<file path="src/rtl/apb_fifo_pkg.sv">
// Shared state encoding and command/response word helpers for the APB FIFO master.
package apb_fifo_pkg;

   typedef enum logic [2:0] {
      IDLE   = 3'd0,
      FETCH  = 3'd1,
      SETUP  = 3'd2,
      ACCESS = 3'd3,
      RESP   = 3'd4
   } state_t;

   // Helpers operate on words widened to these maxima; callers cast to their real widths.
   localparam int MAX_ADDR_W = 32;
   localparam int MAX_DATA_W = 64;
   localparam int MAX_CMD_W  = 1 + MAX_ADDR_W + MAX_DATA_W;
   localparam int MAX_RSP_W  = 2 + MAX_DATA_W;

   function automatic int cmd_w(input int aw, input int dw);
      return 1 + aw + dw;
   endfunction

   function automatic int rsp_w(input int dw);
      return 2 + dw;
   endfunction

   function automatic logic [MAX_CMD_W-1:0] pack_cmd(input logic write,
                                                      input logic [MAX_ADDR_W-1:0] addr,
                                                      input logic [MAX_DATA_W-1:0] wdata,
                                                      input int aw, input int dw);
      return (MAX_CMD_W'(write) << (aw + dw)) | (MAX_CMD_W'(addr) << dw) | MAX_CMD_W'(wdata);
   endfunction

   function automatic logic cmd_write(input logic [MAX_CMD_W-1:0] word, input int aw, input int dw);
      return 1'(word >> (aw + dw));
   endfunction

   function automatic logic [MAX_ADDR_W-1:0] cmd_addr(input logic [MAX_CMD_W-1:0] word, input int dw);
      return MAX_ADDR_W'(word >> dw);
   endfunction

   function automatic logic [MAX_DATA_W-1:0] cmd_wdata(input logic [MAX_CMD_W-1:0] word);
      return MAX_DATA_W'(word);
   endfunction

   function automatic logic [MAX_RSP_W-1:0] pack_rsp(input logic timeout, input logic slverr,
                                                      input logic [MAX_DATA_W-1:0] rdata,
                                                      input int dw);
      return (MAX_RSP_W'(timeout) << (dw + 1)) | (MAX_RSP_W'(slverr) << dw) | MAX_RSP_W'(rdata);
   endfunction

   function automatic logic rsp_is_err(input logic [MAX_RSP_W-1:0] word, input int dw);
      return 1'(word >> dw) | 1'(word >> (dw + 1));
   endfunction

endpackage

</file>
<file path="src/rtl/apb_fifo_master.sv">
// APB master draining the bridge command FIFO: one pop, one APB transfer, one response push.
module apb_fifo_master
   import apb_fifo_pkg::*;
#(
   parameter int ADDR_WIDTH     = 16,
   parameter int DATA_WIDTH     = 32,
   parameter int TIMEOUT_CYCLES = 256,
   localparam int CMD_W         = cmd_w(ADDR_WIDTH, DATA_WIDTH),
   localparam int RSP_W         = rsp_w(DATA_WIDTH)
) (
   input  logic                  rclk,
   input  logic                  reset,
   input  logic                  cmd_empty,
   output logic                  cmd_ren,
   input  logic [CMD_W-1:0]      cmd_rdata,
   input  logic                  rsp_full,
   output logic                  rsp_wen,
   output logic [RSP_W-1:0]      rsp_wdata,
   output logic                  psel,
   output logic                  penable,
   output logic                  pwrite,
   output logic [ADDR_WIDTH-1:0] paddr,
   output logic [DATA_WIDTH-1:0] pwdata,
   input  logic [DATA_WIDTH-1:0] prdata,
   input  logic                  pready,
   input  logic                  pslverr,
   output logic                  busy,
   output logic [15:0]           err_count
);

   localparam int TO_W = $clog2(TIMEOUT_CYCLES);
   localparam logic [TO_W-1:0] TO_LAST = TO_W'(TIMEOUT_CYCLES - 1);

   state_t              state_r;
   logic [TO_W-1:0]     to_cnt_r;
   logic [MAX_CMD_W-1:0] cmd_word_s;

   assign cmd_word_s = MAX_CMD_W'(cmd_rdata);
   assign busy       = (state_r != IDLE);

   // FIFO strobes: pop only from IDLE, push only from RESP, both held off during reset.
   always_comb begin
      cmd_ren = 1'b0;
      rsp_wen = 1'b0;
      if (reset) begin
         cmd_ren = 1'b0;
         rsp_wen = 1'b0;
      end else begin
         cmd_ren = (state_r == IDLE) && !cmd_empty;
         rsp_wen = (state_r == RESP) && !rsp_full;
      end
   end

   // Transfer sequencer with registered APB outputs, timeout counter and error counter.
   always_ff @(posedge rclk) begin
      if (reset) begin
         state_r   <= IDLE;
         psel      <= 1'b0;
         penable   <= 1'b0;
         pwrite    <= 1'b0;
         paddr     <= '0;
         pwdata    <= '0;
         rsp_wdata <= '0;
         err_count <= 16'd0;
         to_cnt_r  <= '0;
      end else begin
         case (state_r)
            IDLE: begin
               if (!cmd_empty) state_r <= FETCH;
            end
            FETCH: begin
               pwrite  <= cmd_write(cmd_word_s, ADDR_WIDTH, DATA_WIDTH);
               paddr   <= ADDR_WIDTH'(cmd_addr(cmd_word_s, DATA_WIDTH));
               pwdata  <= DATA_WIDTH'(cmd_wdata(cmd_word_s));
               psel    <= 1'b1;
               state_r <= SETUP;
            end
            SETUP: begin
               penable  <= 1'b1;
               to_cnt_r <= '0;
               state_r  <= ACCESS;
            end
            ACCESS: begin
               if (pready) begin
                  rsp_wdata <= RSP_W'(pack_rsp(1'b0, pslverr,
                                               pwrite ? {MAX_DATA_W{1'b0}} : MAX_DATA_W'(prdata),
                                               DATA_WIDTH));
                  psel      <= 1'b0;
                  penable   <= 1'b0;
                  state_r   <= RESP;
               end else if (to_cnt_r == TO_LAST) begin
                  rsp_wdata <= RSP_W'(pack_rsp(1'b1, 1'b0, {MAX_DATA_W{1'b0}}, DATA_WIDTH));
                  psel      <= 1'b0;
                  penable   <= 1'b0;
                  state_r   <= RESP;
               end else begin
                  to_cnt_r <= to_cnt_r + TO_W'(1);
               end
            end
            RESP: begin
               if (!rsp_full) begin
                  if (rsp_is_err(MAX_RSP_W'(rsp_wdata), DATA_WIDTH) && (err_count != 16'hFFFF))
                     err_count <= err_count + 16'd1;
                  state_r <= IDLE;
               end
            end
            default: begin
               psel    <= 1'b0;
               penable <= 1'b0;
               state_r <= IDLE;
            end
         endcase
      end
   end

endmodule

</file>
<file path="config.mk">
export PLATFORM = sky130hd
export DESIGN_NAME = apb_fifo_master
export DESIGN_NICKNAME = d
export VERILOG_FILES = /design/src/rtl/apb_fifo_pkg.sv /design/src/rtl/apb_fifo_master.sv
export SDC_FILE = /design/constraint.sdc
export NUM_CORES = 1
export LEC_CHECK = 0
export ABC_AREA = 1
export BUFFER_PORTS_ARGS = -buffer_cell sky130_fd_sc_hd__buf_2
export CAP_MARGIN = 40
export CORE_AREA = 8 8 117 119
export DETAILED_ROUTE_END_ITERATION = 10
export DIE_AREA = 0 0 125 127
export PLACE_DENSITY = 0.75
export SYNTH_ARGS = -nofsm -noshare
export SYNTH_HDL_FRONTEND = slang
export SYNTH_SLANG_ARGS = --single-unit
</file>
<file path="constraint.sdc">
create_clock -name rclk -period 1.95 [get_ports rclk]
set_input_delay 0.195 -clock rclk [delete_from_list [all_inputs] [get_ports rclk]]
set_output_delay 0.195 -clock rclk [all_outputs]
set_load 0.05 [all_outputs]
</file>
==> flow_summary.rst <==
.. list-table::
   :header-rows: 1

   * - Metric
     - Value
   * - Status
     - finished, final reports clean
   * - Maximum operating frequency
     - 0.5936 GHz
   * - CTS tree
     - yes
   * - Normalized max-slew margin
     - between 50% and 60%
   * - Share of final-layout standard cells stronger than drive strength 1
     - a little over a quarter
   * - Cell area after placement
     - 0.005697 mm²
   * - Placement Rows
     - 40
   * - DRT Wirelength
     - 13460 µm
   * - HPWL after detailed placement
     - between 9000 and 10000 µm
   * - Antenna diodes
     - 0
   * - Deepest clock path buffer count
     - 2
   * - Largest voltage drop on the vdd net
     - approximately 0.74 mV
   * - Setup clock skew after layout
     - approximately 0.0096 ns
   * - Share of total power in sequential cells
     - 44.5%
   * - Via-to-Cell Ratio
     - ~4.8
   * - Total standard cell area after synthesis
     - roughly 0.0046 mm²
   * - Placeable Area
     - 0.01181 mm²
   * - Final cycle utilization of the critical path
     - 86.39%
   * - Number of nets still failing antenna checks after routing
     - 0
   * - Number of max-capacitance violations reported
     - 0
   * - Final Net Count
     - between 900 and 1000
   * - Number of clock sinks seen by CTS
     - about 110
   * - Finish-stage setup viols
     - 0
   * - Relative contribution of the clock network to total power
     - roughly 30%
   * - Synthesis-to-finish area growth
     - 29.81%
   * - Horiz. Die Dim
     - 125 µm
   * - Largest fanout of any net on the critical path
     - 6
   * - Ports
     - around 190
   * - Vert. Die Dim
     - 127 µm
   * - Required @ worst endpoint
     - roughly 1.8 ns
   * - Setup tns final
     - 0 ns
   * - Final hold vios
     - 0
   * - Net Count, Synth
     - about 740
   * - Initial antenna violation count
     - 0
   * - Standby leakage power
     - between 0.002 and 0.003 µW
   * - Count of mapped cells out of synthesis
     - 650
   * - Path category of the worst min-delay check
     - in2reg
   * - Critical Path Sink Type
     - output pin
   * - Final instance area
     - between 0.005 and 0.006 mm²
   * - Avg WL per Cell
     - about 14 µm
   * - Post-synth cell types
     - 27
   * - First-pass GRT wire length
     - about 22000 µm
   * - RSZ-0062 raised after global routing
     - false
   * - Clock period minus worst slack
     - ~1.7 ns
   * - Number of port buffers
     - 190
   * - Final Slew Violations
     - 0
   * - Latest clock arrival within the worst-skew pair
     - about 0.36 ns
   * - Number of iterations in the first detailed-routing pass
     - 5
   * - Leading cell type in the layout, fill and taps excluded
     - sky130_fd_sc_hd__buf_2
   * - GR Util All Layers
     - around 17%
   * - 1st-iter DRT viols
     - 292
   * - Num CTS Buffers
     - 9
   * - Switching Fraction
     - a little over a third
   * - Number of levels the H-tree was split into
     - 3
   * - Remaining design rule violation count
     - 0
   * - Die area
     - approximately 0.016 mm²
   * - Number of global-route vias before repair
     - approximately 4600
   * - FF+latch count, synth
     - between 100 and 150
   * - Int Power
     - about 3700 µW
   * - Total net switching power
     - roughly 2100 µW
   * - Hold buffer count at CTS
     - 0
   * - Transition time at the pin with the least slew margin
     - ~0.67 ns
   * - Total grt overflow
     - 0
   * - Combinational power share
     - about a quarter
   * - Starting density of the core
     - between 30% and 40%
   * - Per-instance average area after synthesis
     - 7.089 µm²
   * - Post-CTS clock slew at the launch and capture registers of the worst setup and hold paths
     - roughly 0.080 ns
   * - Final weighted congestion in routability-driven placement
     - around 0.88
   * - CP Class
     - reg2out
   * - Arrival @ worst endpoint
     - around 1.5 ns
   * - Number of warnings issued by yosys
     - 0
   * - Total via count after detailed routing
     - ~4700
   * - Root cell of the clock tree
     - sky130_fd_sc_hd__clkbuf_16
   * - Part of the Yosys area used for sequential elements
     - 48.66%
   * - PwrDens
     - ~970 mW/mm²
   * - Highest-count cells in the layout ignoring fill and taps
     - sky130_fd_sc_hd__buf_2, sky130_fd_sc_hd__nor2_1, sky130_fd_sc_hd__nand2_1
   * - Critical Path Source Type
     - flop
   * - Pin count of the biggest net entering global routing
     - 72
-- power by group through the flow --
| stage | clock (µW) | sequential [µW] | combinational (µW) |
|---|---|---|---|
| 3_3_place_gp | 0 | 2630 | 1480 |
| 2_1_floorplan | 0 | 3230 | 472 |
| 6_report | 1760 | 2590 | 1470 |
| 4_1_cts | 1820 | 2590 | 1480 |
| 3_5_place_dp | 0 | 2640 | 1480 |
| 5_1_grt | 1900 | 2620 | 1590 |
-- metal layers --
layer | GRT usage (%) | vias to the layer above | wire (µm)
li1 | - | 2444 | -
met1 | 18.03 | 2097 | 5571
met2 | 26.88 | 180 | 6154
met3 | 8.319 | 15 | 1520
met4 | 6.805 | 0 | 211
met5 | 0 | - | 0
-- per-stage QoR --
stage               setup slack [ns]  utilization [%]  hold WS [ns]  total power [µW]  cells
finish                        0.2654            50.65       0.08227              5815    980
CTS                          0.08674            50.58       0.06667              5891    979
detailed placement            0.2999            48.23        0.4517              4123    963
floorplan                    0.04751                -        0.3422              3699    650
global placement              0.3537            48.23        0.4444              4109    963
global route                 0.07051            50.65       0.07051              6111    980
-- logic make-up (layout without fill, tap and decap cells) --
group                    count (synthesis)  in the layout  share of synthesized area [%]
flip-flops                             112            112                          48.66
AO/OA/AOI/OAI                          108            108                          11.81
AND/OR/NAND/NOR                        354            354                          32.15
buffers and inverters                   74            257                          6.842
adder cells (fa/ha/maj)                  2              2                         0.5429
-- Yosys cell counts, drive strengths merged --
| cell type | count | area, µm² |
|---|---|---|
| nor2 | 163 | 635.6 |
| nand2 | 115 | 441.7 |
| dfxtp | 112 | 2242 |
| nand3 | 63 | 315.3 |
| o21ai | 55 | 275.3 |
| a21oi | 51 | 255.2 |
| inv | 38 | 142.6 |
| clkbuf | 19 | 71.32 |
| buf | 15 | 92.58 |
| nor3 | 4 | 20.02 |
| nand3b | 3 | 22.52 |
| nand4 | 3 | 25.02 |
| clkinv | 2 | 8.750 |
| ha | 2 | 25.02 |
| nor3b | 2 | 15.01 |
| a31oi | 1 | 6.260 |
| o21bai | 1 | 7.510 |
| or2 | 1 | 6.260 |
-- state kept, by name, indices dropped and copies added (netlist names) --
name / flops
rsp_wdata: 34
pwdata: 32
err_count: 16
paddr: 16
to_cnt_r: 8
state_r: 3
penable: 1
psel: 1
pwrite: 1
-- cell type report --
cell class	instances	area [µm²]
repair buffers	201	1071
flip-flops and latches	112	2242
fillers	1176	5829
inverters	40	151.4
clock buffers	9	225.2
clock inverters	7	52.55
well taps	147	183.9
multi-input cells	464	2056
-- worst paths after layout --
path                start       endpoint  slack (ns)  depth (start not counted)
max            state_r[0]        rsp_wen        0.27                          4
min            prdata[26]  rsp_wdata[26]        0.08                          3
max reg2reg  err_count[1]  err_count[15]        0.28                          9
min reg2reg          psel           psel        0.46                          2
-- timing repair --
| item | in CTS | in global routing |
|---|---|---|
| gates resized for setup | 0 | 0 |
| setup buffers | 0 | 1 |
| setup endpoints to repair | 0 | 1 |
-- worst max-delay path, stage by stage (launching register included) --
cell and delay [ns]:
sky130_fd_sc_hd__dfxtp_1 0.36, sky130_fd_sc_hd__nor2_1 0.25, sky130_fd_sc_hd__nand3b_1 0.15, sky130_fd_sc_hd__nor2_1 0.10, sky130_fd_sc_hd__buf_2 0.27
Power figures use the tool's default switching activity.
